**config.mk**
```make
export PLATFORM = sky130hd
export DESIGN_NAME = fetch_pc_gen
export DESIGN_NICKNAME = d
export VERILOG_FILES = /design/src/rtl/fetch_pkg.sv /design/src/rtl/btb_ram.sv /design/src/rtl/fetch_pc_gen.sv
export SDC_FILE = /design/constraint.sdc
export NUM_CORES = 2
export LEC_CHECK = 0
export CORE_UTILIZATION = 60
export DETAILED_ROUTE_END_ITERATION = 12
export HOLD_SLACK_MARGIN = 0.12
export PLACE_DENSITY = 0.77
export SLEW_MARGIN = 40
export SYNTH_ARGS = -nofsm -noshare
export SYNTH_HDL_FRONTEND = slang
export SYNTH_SLANG_ARGS = --single-unit
export TNS_END_PERCENT = 30
```
**constraint.sdc**
```tcl
create_clock -name clk -period 8.2 [get_ports clk]
set_input_delay 1.64 -clock clk [delete_from_list [all_inputs] [get_ports clk]]
set_output_delay 1.64 -clock clk [all_outputs]
set_load 0.005 [all_outputs]
```
**src/rtl/fetch_pkg.sv**
```systemverilog
// Shared types and defaults for the fetch-stage next-PC generator and its BTB.
package fetch_pkg;

  localparam int PC_W = 16;

  typedef logic [PC_W-1:0] pc_t;

  localparam pc_t RESET_PC_DEFAULT = 16'h0000;
  localparam int  FETCH_BTB_IDX_W  = 6;

  // Tag is kept right-aligned in a full pc_t so the entry layout does not
  // depend on the BTB index width chosen by the instantiating module.
  typedef struct packed {
    pc_t tag;
    pc_t target;
  } btb_entry_t;

  // Source of the next fetch PC, in decreasing priority order.
  typedef enum logic [1:0] {
    NPC_REDIRECT,
    NPC_HOLD,
    NPC_PRED,
    NPC_SEQ
  } npc_sel_e;

  function automatic pc_t btb_tag(input pc_t pc, input int unsigned idx_w);
    return pc >> idx_w;
  endfunction

endpackage

```
**src/rtl/btb_ram.sv**
```systemverilog
// Direct-mapped BTB storage: sync-read tag/target array and a resettable valid vector.
// FETCH_BTB_FWD_EN selects write-to-read forwarding; otherwise reads return the old entry.
module btb_ram
  import fetch_pkg::*;
#(
  parameter int IDX_W = FETCH_BTB_IDX_W
) (
  input  logic             clk,
  input  logic             rstn,
  input  logic             rd_en_i,
  input  logic [IDX_W-1:0] rd_idx_i,
  output logic             rd_valid_o,
  output btb_entry_t       rd_entry_o,
  input  logic             wr_en_i,
  input  logic [IDX_W-1:0] wr_idx_i,
  input  btb_entry_t       wr_entry_i
);

  localparam int DEPTH = 2 ** IDX_W;

  logic [DEPTH-1:0] valid_q;
  btb_entry_t       mem_q [DEPTH];

  logic             rd_valid_d;
  logic             rd_valid_q;
  btb_entry_t       rd_entry_d;
  btb_entry_t       rd_entry_q;

  always_ff @(posedge clk) begin
    if (!rstn) begin
      valid_q <= '0;
    end else if (wr_en_i) begin
      valid_q[wr_idx_i] <= 1'b1;
    end
  end

  // NOTE: the tag/target array has no reset; the valid vector alone decides
  // whether an entry means anything, so clearing the storage would buy nothing.
  always_ff @(posedge clk) begin
    if (wr_en_i) begin
      mem_q[wr_idx_i] <= wr_entry_i;
    end
  end

`ifdef FETCH_BTB_FWD_EN
  logic fwd;

  always_comb begin
    fwd        = wr_en_i && (wr_idx_i == rd_idx_i);
    rd_valid_d = fwd ? 1'b1 : valid_q[rd_idx_i];
    rd_entry_d = fwd ? wr_entry_i : mem_q[rd_idx_i];
  end
`else
  always_comb begin
    rd_valid_d = valid_q[rd_idx_i];
    rd_entry_d = mem_q[rd_idx_i];
  end
`endif

  // The read register holds while the pipeline is stalled so it stays aligned with pc_ID.
  always_ff @(posedge clk) begin
    if (!rstn) begin
      rd_valid_q <= 1'b0;
    end else if (rd_en_i) begin
      rd_valid_q <= rd_valid_d;
    end
  end

  always_ff @(posedge clk) begin
    if (rd_en_i) begin
      rd_entry_q <= rd_entry_d;
    end
  end

  assign rd_valid_o = rd_valid_q;
  assign rd_entry_o = rd_entry_q;

endmodule

```
**src/rtl/fetch_pc_gen.sv**
```systemverilog
// Fetch-stage next-PC generator: pc_IF/pc_ID registers, BTB lookup, redirect priority and flushes.
// Build option FETCH_BTB_FWD_EN enables same-cycle BTB write forwarding inside btb_ram.
module fetch_pc_gen
  import fetch_pkg::*;
#(
  parameter int  BTB_IDX_W = FETCH_BTB_IDX_W,
  parameter pc_t RESET_PC  = RESET_PC_DEFAULT
) (
  input  logic             clk,
  input  logic             rstn,
  input  logic             stall,
  output logic [PC_W-1:0]  pc_IF,
  output logic [PC_W-1:0]  pc_ID,
  input  logic             branch_predict_ID,
  output logic             pred_taken_ID,
  output logic [PC_W-1:0]  pred_target_ID,
  output logic             btb_hit_ID,
  output logic             flush_IF,
  output logic             flush_ID,
  input  logic             branch_EX,
  input  logic             branch_result_EX,
  input  logic [PC_W-1:0]  pc_EX,
  input  logic [PC_W-1:0]  target_EX,
  input  logic             redirect_EX,
  input  logic [PC_W-1:0]  redirect_pc_EX
);

  pc_t        pc_if_q;
  pc_t        pc_if_d;
  pc_t        pc_id_q;
  logic       valid_id_q;

  npc_sel_e   npc_sel;
  logic       advance;
  logic       btb_hit;
  logic       pred_taken;
  logic       flush_if;
  logic       flush_id;

  logic       rd_valid;
  btb_entry_t rd_entry;
  logic       wr_en;
  btb_entry_t wr_entry;

  // A redirect from EX must move the front end even when ID is stalled.
  assign advance = !stall || redirect_EX;

  assign wr_en           = branch_EX && branch_result_EX;
  assign wr_entry.tag    = btb_tag(pc_EX, BTB_IDX_W);
  assign wr_entry.target = target_EX;

  btb_ram #(
    .IDX_W (BTB_IDX_W)
  ) u_btb_ram (
    .clk        (clk),
    .rstn       (rstn),
    .rd_en_i    (advance),
    .rd_idx_i   (pc_if_q[BTB_IDX_W-1:0]),
    .rd_valid_o (rd_valid),
    .rd_entry_o (rd_entry),
    .wr_en_i    (wr_en),
    .wr_idx_i   (pc_EX[BTB_IDX_W-1:0]),
    .wr_entry_i (wr_entry)
  );

  assign btb_hit    = valid_id_q && rd_valid &&
                      (rd_entry.tag == btb_tag(pc_id_q, BTB_IDX_W));
  assign pred_taken = btb_hit && branch_predict_ID;

  // NOTE: every always_comb output gets a default before any branch, so no
  // path can leave a value unassigned and infer a latch.
  always_comb begin
    npc_sel  = NPC_SEQ;
    flush_if = 1'b0;
    flush_id = 1'b0;
    if (redirect_EX) begin
      npc_sel  = NPC_REDIRECT;
      flush_if = 1'b1;
      flush_id = 1'b1;
    end else if (stall) begin
      npc_sel  = NPC_HOLD;
    end else if (pred_taken) begin
      npc_sel  = NPC_PRED;
      flush_if = 1'b1;
    end
  end

  always_comb begin
    pc_if_d = pc_if_q + pc_t'(1);
    unique case (npc_sel)
      NPC_REDIRECT: pc_if_d = redirect_pc_EX;
      NPC_HOLD:     pc_if_d = pc_if_q;
      NPC_PRED:     pc_if_d = rd_entry.target;
      NPC_SEQ:      pc_if_d = pc_if_q + pc_t'(1);
      default:      pc_if_d = pc_if_q + pc_t'(1);
    endcase
  end

  // NOTE: state registers use non-blocking assignments so every flop samples
  // the pre-edge values regardless of the order the blocks are evaluated in.
  always_ff @(posedge clk) begin
    if (!rstn) begin
      pc_if_q <= RESET_PC;
    end else begin
      pc_if_q <= pc_if_d;
    end
  end

  always_ff @(posedge clk) begin
    if (!rstn) begin
      pc_id_q    <= '0;
      valid_id_q <= 1'b0;
    end else if (advance) begin
      pc_id_q    <= pc_if_q;
      valid_id_q <= !flush_if;
    end
  end

  assign pc_IF          = pc_if_q;
  assign pc_ID          = pc_id_q;
  assign pred_taken_ID  = pred_taken;
  assign pred_target_ID = rd_entry.target;
  assign btb_hit_ID     = btb_hit;
  assign flush_IF       = flush_if;
  assign flush_ID       = flush_id;

endmodule
```
After elaboration in Yosys (flattened, before gate mapping)
Memories as Yosys holds them, arrays and structs flattened. A register that Yosys moved wholly into a read port is not among the register bits.
Cells that the tools add are included.
- add/subtract/negate cells: 1
- magnitude comparators: 3
- equality and inequality tests: 4
- muxes and demuxes: 14
- bitwise logic cells: 1
- reduce and logical (&&, ||, !) cells: 9
- operators with widths (kind ; count):
    $or 64x64->64 ; 1
    $pmux 16 s3 ; 1
    $add 16x1->16 const B ; 1
    $eq 16x10->1 ; 1
    $lt 6x7->1 const B ; 2
    $mux 1 ; 9
    $bmux 1 s6 ; 1
    $demux 1 s6 ; 1
    $ge 6x1->1 const B ; 1
    $logic_and 1x1->1 ; 5
    $eq 2x2->1 const B ; 2
    $mux 2 ; 2
    $eq 2x1->1 const B ; 1
    $logic_not 1->1 ; 2
    $logic_not 2->1 ; 1
    $logic_or 1x1->1 ; 1
- register bits: 114
- memory bits (writable): 1664
- input bits: 55
- output and inout bits: 52
- logic and storage cells: 39
- memories: 1
- memory list (name ; words ; bits a word ; rd ports ; clocked after memory_dff ; write ports ; RTL line ; text):
    u_btb_ram.mem_q ; 64 ; 26 ; 1 ; 1 ; 1 ; btb_ram.sv:22 ; btb_entry_t mem_q [DEPTH];

Depth between registers and ports, before layout
- word-level depth: 8
- depth in mapped cells: 10
- depth with buffers taken out: 7

Cells and area by module
Synthesis repeated with hierarchy kept, for this count alone.
- cell total of the unflattened synthesis: 3488
- area total of the unflattened synthesis: 83242.3 um^2
- by module, submodules not included (module ; instances ; cells an instance ; area each (um^2) ; sequential area each (um^2)):
    btb_ram ; 1 ; 3228 ; 81267.9 ; 63761.2
    fetch_pc_gen ; 1 ; 260 ; 1974.4 ; 660.6

Least setup slack after synthesis
OpenSTA, ideal clock, no wires.
- path type: input to register
- start point: input pc_EX[5]
- end point: memory u_btb_ram.mem_q[35][0] (netlist bit) (enable)
- library setup time: 410 ps
- arrival: 3629 ps
- required time: 7790 ps
- slack: 4160 ps
- stages: 4
- buffers on the path: 2
- cell sequence: clkbuf_1 -> or3b_2 -> clkbuf_1 -> nor2_1
- RTL lines (element ; RTL line ; text):
    start, declared ; fetch_pc_gen.sv:22 ; input logic [PC_W-1:0] pc_EX,
    end, declared ; btb_ram.sv:22 ;
Straight into the memory's write port.

Worst setup path after layout
- start point: input redirect_EX
- end point: output flush_IF
- word-level cells in the longest chain between the ends: 1
- RTL lines (element ; RTL line ; text):
    start, declared ; fetch_pc_gen.sv:24 ; input logic redirect_EX,
    $mux 1 ; fetch_pc_gen.sv:76 ; if (redirect_EX) begin
    end, declared ; fetch_pc_gen.sv:18 ; output logic flush_IF,
No other way between the ends.

==> results by group <==
Timing
  • Worst-Margin Slew: 991 ps
  • Final Skew: around 23 ps
  • RSZ-0062 raised after global routing: no
  • Max-slew headroom: 0.336
  • Final Cycle Share: 0.682
  • Final setup fails: 0
  • Final hold vios: 0
  • Final slew viol count: 0
  • Min Tclk post-route: approximately 5600 ps
  • Top achievable clock speed: approximately 0.18 GHz
  • Setup tns final: 0 ps

Drt
  • WL per Instance: approximately 36 µm
  • Drt pass-1 iters: 6
  • Residual DRC: 0
  • Drt total wl: between 150000 and 200000 µm
  • Via density: slightly above 7
  • Antenna Nets Post-Route: 0
  • DR iter-0 viols: roughly 5300
  • Vias: between 30000 and 40000

Die
  • Core ar.: 0.113 mm²
  • Die area: between 0.1 and 0.15 mm²
  • Die Y: approximately 340 µm
  • IO Pins: around 110
  • Die X: around 340 µm
  • Std-Cell Rows: between 100 and 150
  • Starting Density: 0.608

Power
  • Pwr Density: around 240 mW/mm²
  • Lkg Pwr: approximately 24 nW
  • Max VDD drop: approximately 0.19 mV

Run status
  • Outcome: completed

Cells and area
  • Final #Nets: ~3400
  • Share of layout cells above drive strength 1: 0.293
  • Post-Layout Cell Count: approximately 5000
  • Area grow syn2layout: 14.0%
  • Filler instances: approximately 6400

Flow run
  • MaxCap Viol Count: 0

Setup path
  • Stages on the worst setup path: 4
  • Worst path required time: ~6600 ps
  • Critical path peak fanout: 18
  • Worst setup path endpoint: flush_IF
  • Worst Setup Path Type: in2out
  • Worst setup path start: redirect_EX
  • Crit Reg-Reg Endpoint: u_btb_ram.rd_entry_o[22]
  • Cell mode on critical path: clkdlybuf4s50_1
  • Critical Path AT: roughly 4000 ps
  • Crit start category: primary input
  • Slowest stage delay, CP: approximately 800 ps
  • R2R cell count: 6
  • CP cell instances: clkdlybuf4s50_1, clkinv_1, o21ai_0, clkdlybuf4s50_1
  • Buf+Inv Stages, Crit Path: 3
  • Endpoint kind of the worst setup timing path: output port
  • CP top delay family: buffers and inverters
  • Launching point of the worst reg2reg path: pc_IF[0]
  • Worst path slowest cell: clkdlybuf4s50_1
  • Reg2Reg Setup Slack: between 4000 and 5000 ps

Clock network
  • H-Tree Depth: 4
  • Cts hold-fix bufs: 0
  • CTS tree: yes
  • Post-cts sizing count: 0
  • CTS buffer count: roughly 170
  • Clock buffer depth: 3
  • Post-CTS setup buffers: 0
  • Root Buffer: clkbuf_16
  • Clk sink count: about 1800
  • Clk_lat worst skew: 790 ps
  • Clock-pin slew of the registers on the worst-case setup and hold paths: roughly 60 ps

GRT
  • Grt total ovfl: 0
  • Gr usage total: 0.308
  • Initial antenna violation count: 9
  • First-pass GRT wire length: ~250000 µm
  • Vias in the first global route: ~35000
  • Pin count of the biggest net entering global routing: 132

Synth
  • Dominant cells by area after synthesis: edfxtp_1, mux4_2, dfxtp_1
  • Mapped Avg Cell Area: between 20 and 25 µm²
  • Cells after Synth: 3099
  • Post-synthesis register bit count: about 1800
  • Post-synth ARST share: 0
  • Dominant synthesized flop cell: edfxtp_1
  • Yosys top cell area share: 0.738
  • Count of cell types in the netlist: 50
  • Netlist area before placement: around 0.069 mm²
  • Post-synth EDFFs: 1690
  • Area leader, netlist: edfxtp_1
  • Net Count, Synth: approximately 3200
  • Ys Warns: 0
  • Most frequent cell after synthesis: edfxtp_1
  • Synth cell count leaders: edfxtp_1, mux4_2, nor2_1
  • Sequential fraction of the synthesis area: 0.767

Place
  • Port buffer count: ~110
  • DPL Wire Length: 97300 µm
  • Dpl cells: 4644
  • RePlAce Congestion: 0.843

Worst hold path
  • HP Class: reg2reg
==> kinds of logic after synthesis <==
logic type                 count (synthesis)  share of synthesized area
xor gates and xnor gates                  13                    0.00166
and+or+nand+nor                          283                     0.0183
muxes                                    566                      0.173
AOI/OAI and AO/OA                        250                     0.0251
buffers and inverters                    198                     0.0147
DFF                                     1788                      0.767
adders and majority gates                  1                   0.000182
==> worst min path at each step <==
stage                           from                    end  cells after the start
2_1_floorplan  u_btb_ram.valid_q[12]  u_btb_ram.valid_q[12]                      1
3_3_place_gp   u_btb_ram.valid_q[63]  u_btb_ram.valid_q[63]                      1
3_5_place_dp   u_btb_ram.valid_q[61]  u_btb_ram.valid_q[61]                      1
4_1_cts        u_btb_ram.valid_q[21]  u_btb_ram.valid_q[21]                      1
5_1_grt        u_btb_ram.valid_q[22]  u_btb_ram.valid_q[22]                      1
6_report       u_btb_ram.valid_q[21]  u_btb_ram.valid_q[21]                      1
==> sequential cells by signal, summed over array words and instances (netlist names) <==
register,flops
pc_ID,16
pc_IF,16
u_btb_ram.mem_q,1664
u_btb_ram.rd_entry_o,26
u_btb_ram.rd_valid_o,1
u_btb_ram.valid_q,64
valid_id_q,1
==> worst register-to-register path: cells and delay by family, from the launching register on <==
family	cells	cell delay, ps
AOI/OAI and AO/OA	2	860
buffers and inverters	2	840
DFF	1	700
muxes	2	1250
==> cell usage in the layout (no fill, tap or decap), types with 35 or more instances in the layout <==
cell type and instances:
a211oi_1 38, buf_4 63, buf_8 35, clkbuf_1 43, clkbuf_16 173, clkdlybuf4s50_1 79, dfxtp_1 94, edfxtp_1 1690
mux2_2 37, mux2i_1 35, mux4_2 494, nand2_1 98, nor2_1 35, nor2_4 40, o21a_1 68, o22ai_1 38
==> layer usage <==
layer / global-route usage / share of wire / up-vias
li1: - / - / 13500
met1: 0.425 / 0.35 / 18300
met2: 0.486 / 0.49 / 2823
met3: 0.0648 / 0.12 / 410
met4: 0.128 / 0.043 / 4
met5: 0 / 0.00016 / -
==> power breakdown <==
group          switching (W)  internal (W)
Clock                0.00336       0.00432
Sequential         0.0000789        0.0101
Combinational       0.000746      0.000517
Total                0.00419        0.0149
==> final cells by class <==
cell class                 instances  area, µm²  area share
clock inverter                    89        805      0.0103
inverter                           8       33.8    0.000431
timing repair buffer             238       2930      0.0374
multi-input combinational       1113      15400       0.196
sequential                      1788      52700       0.673
tap                             1500       1880      0.0240
antenna                            5       12.5    0.000160
clock buffer                     223       4590      0.0585
==> through the flow <==
step | setup WS [ps] | area, µm² | util | hold WS (ps) | total power, W
after detailed placement | 2690 | 72900 | 0.645 | 449 | 0.0116
after global routing | 2470 | 78400 | 0.694 | 478 | 0.0195
after CTS | 2690 | 78300 | 0.693 | 466 | 0.0191
after floorplan | 4160 | 68700 | - | 435 | 0.0110
after global placement | 2380 | 71500 | 0.633 | 440 | 0.0115
final | 2610 | 78400 | 0.694 | 464 | 0.0191
No activity file was read; power rests on OpenSTA's default activity.
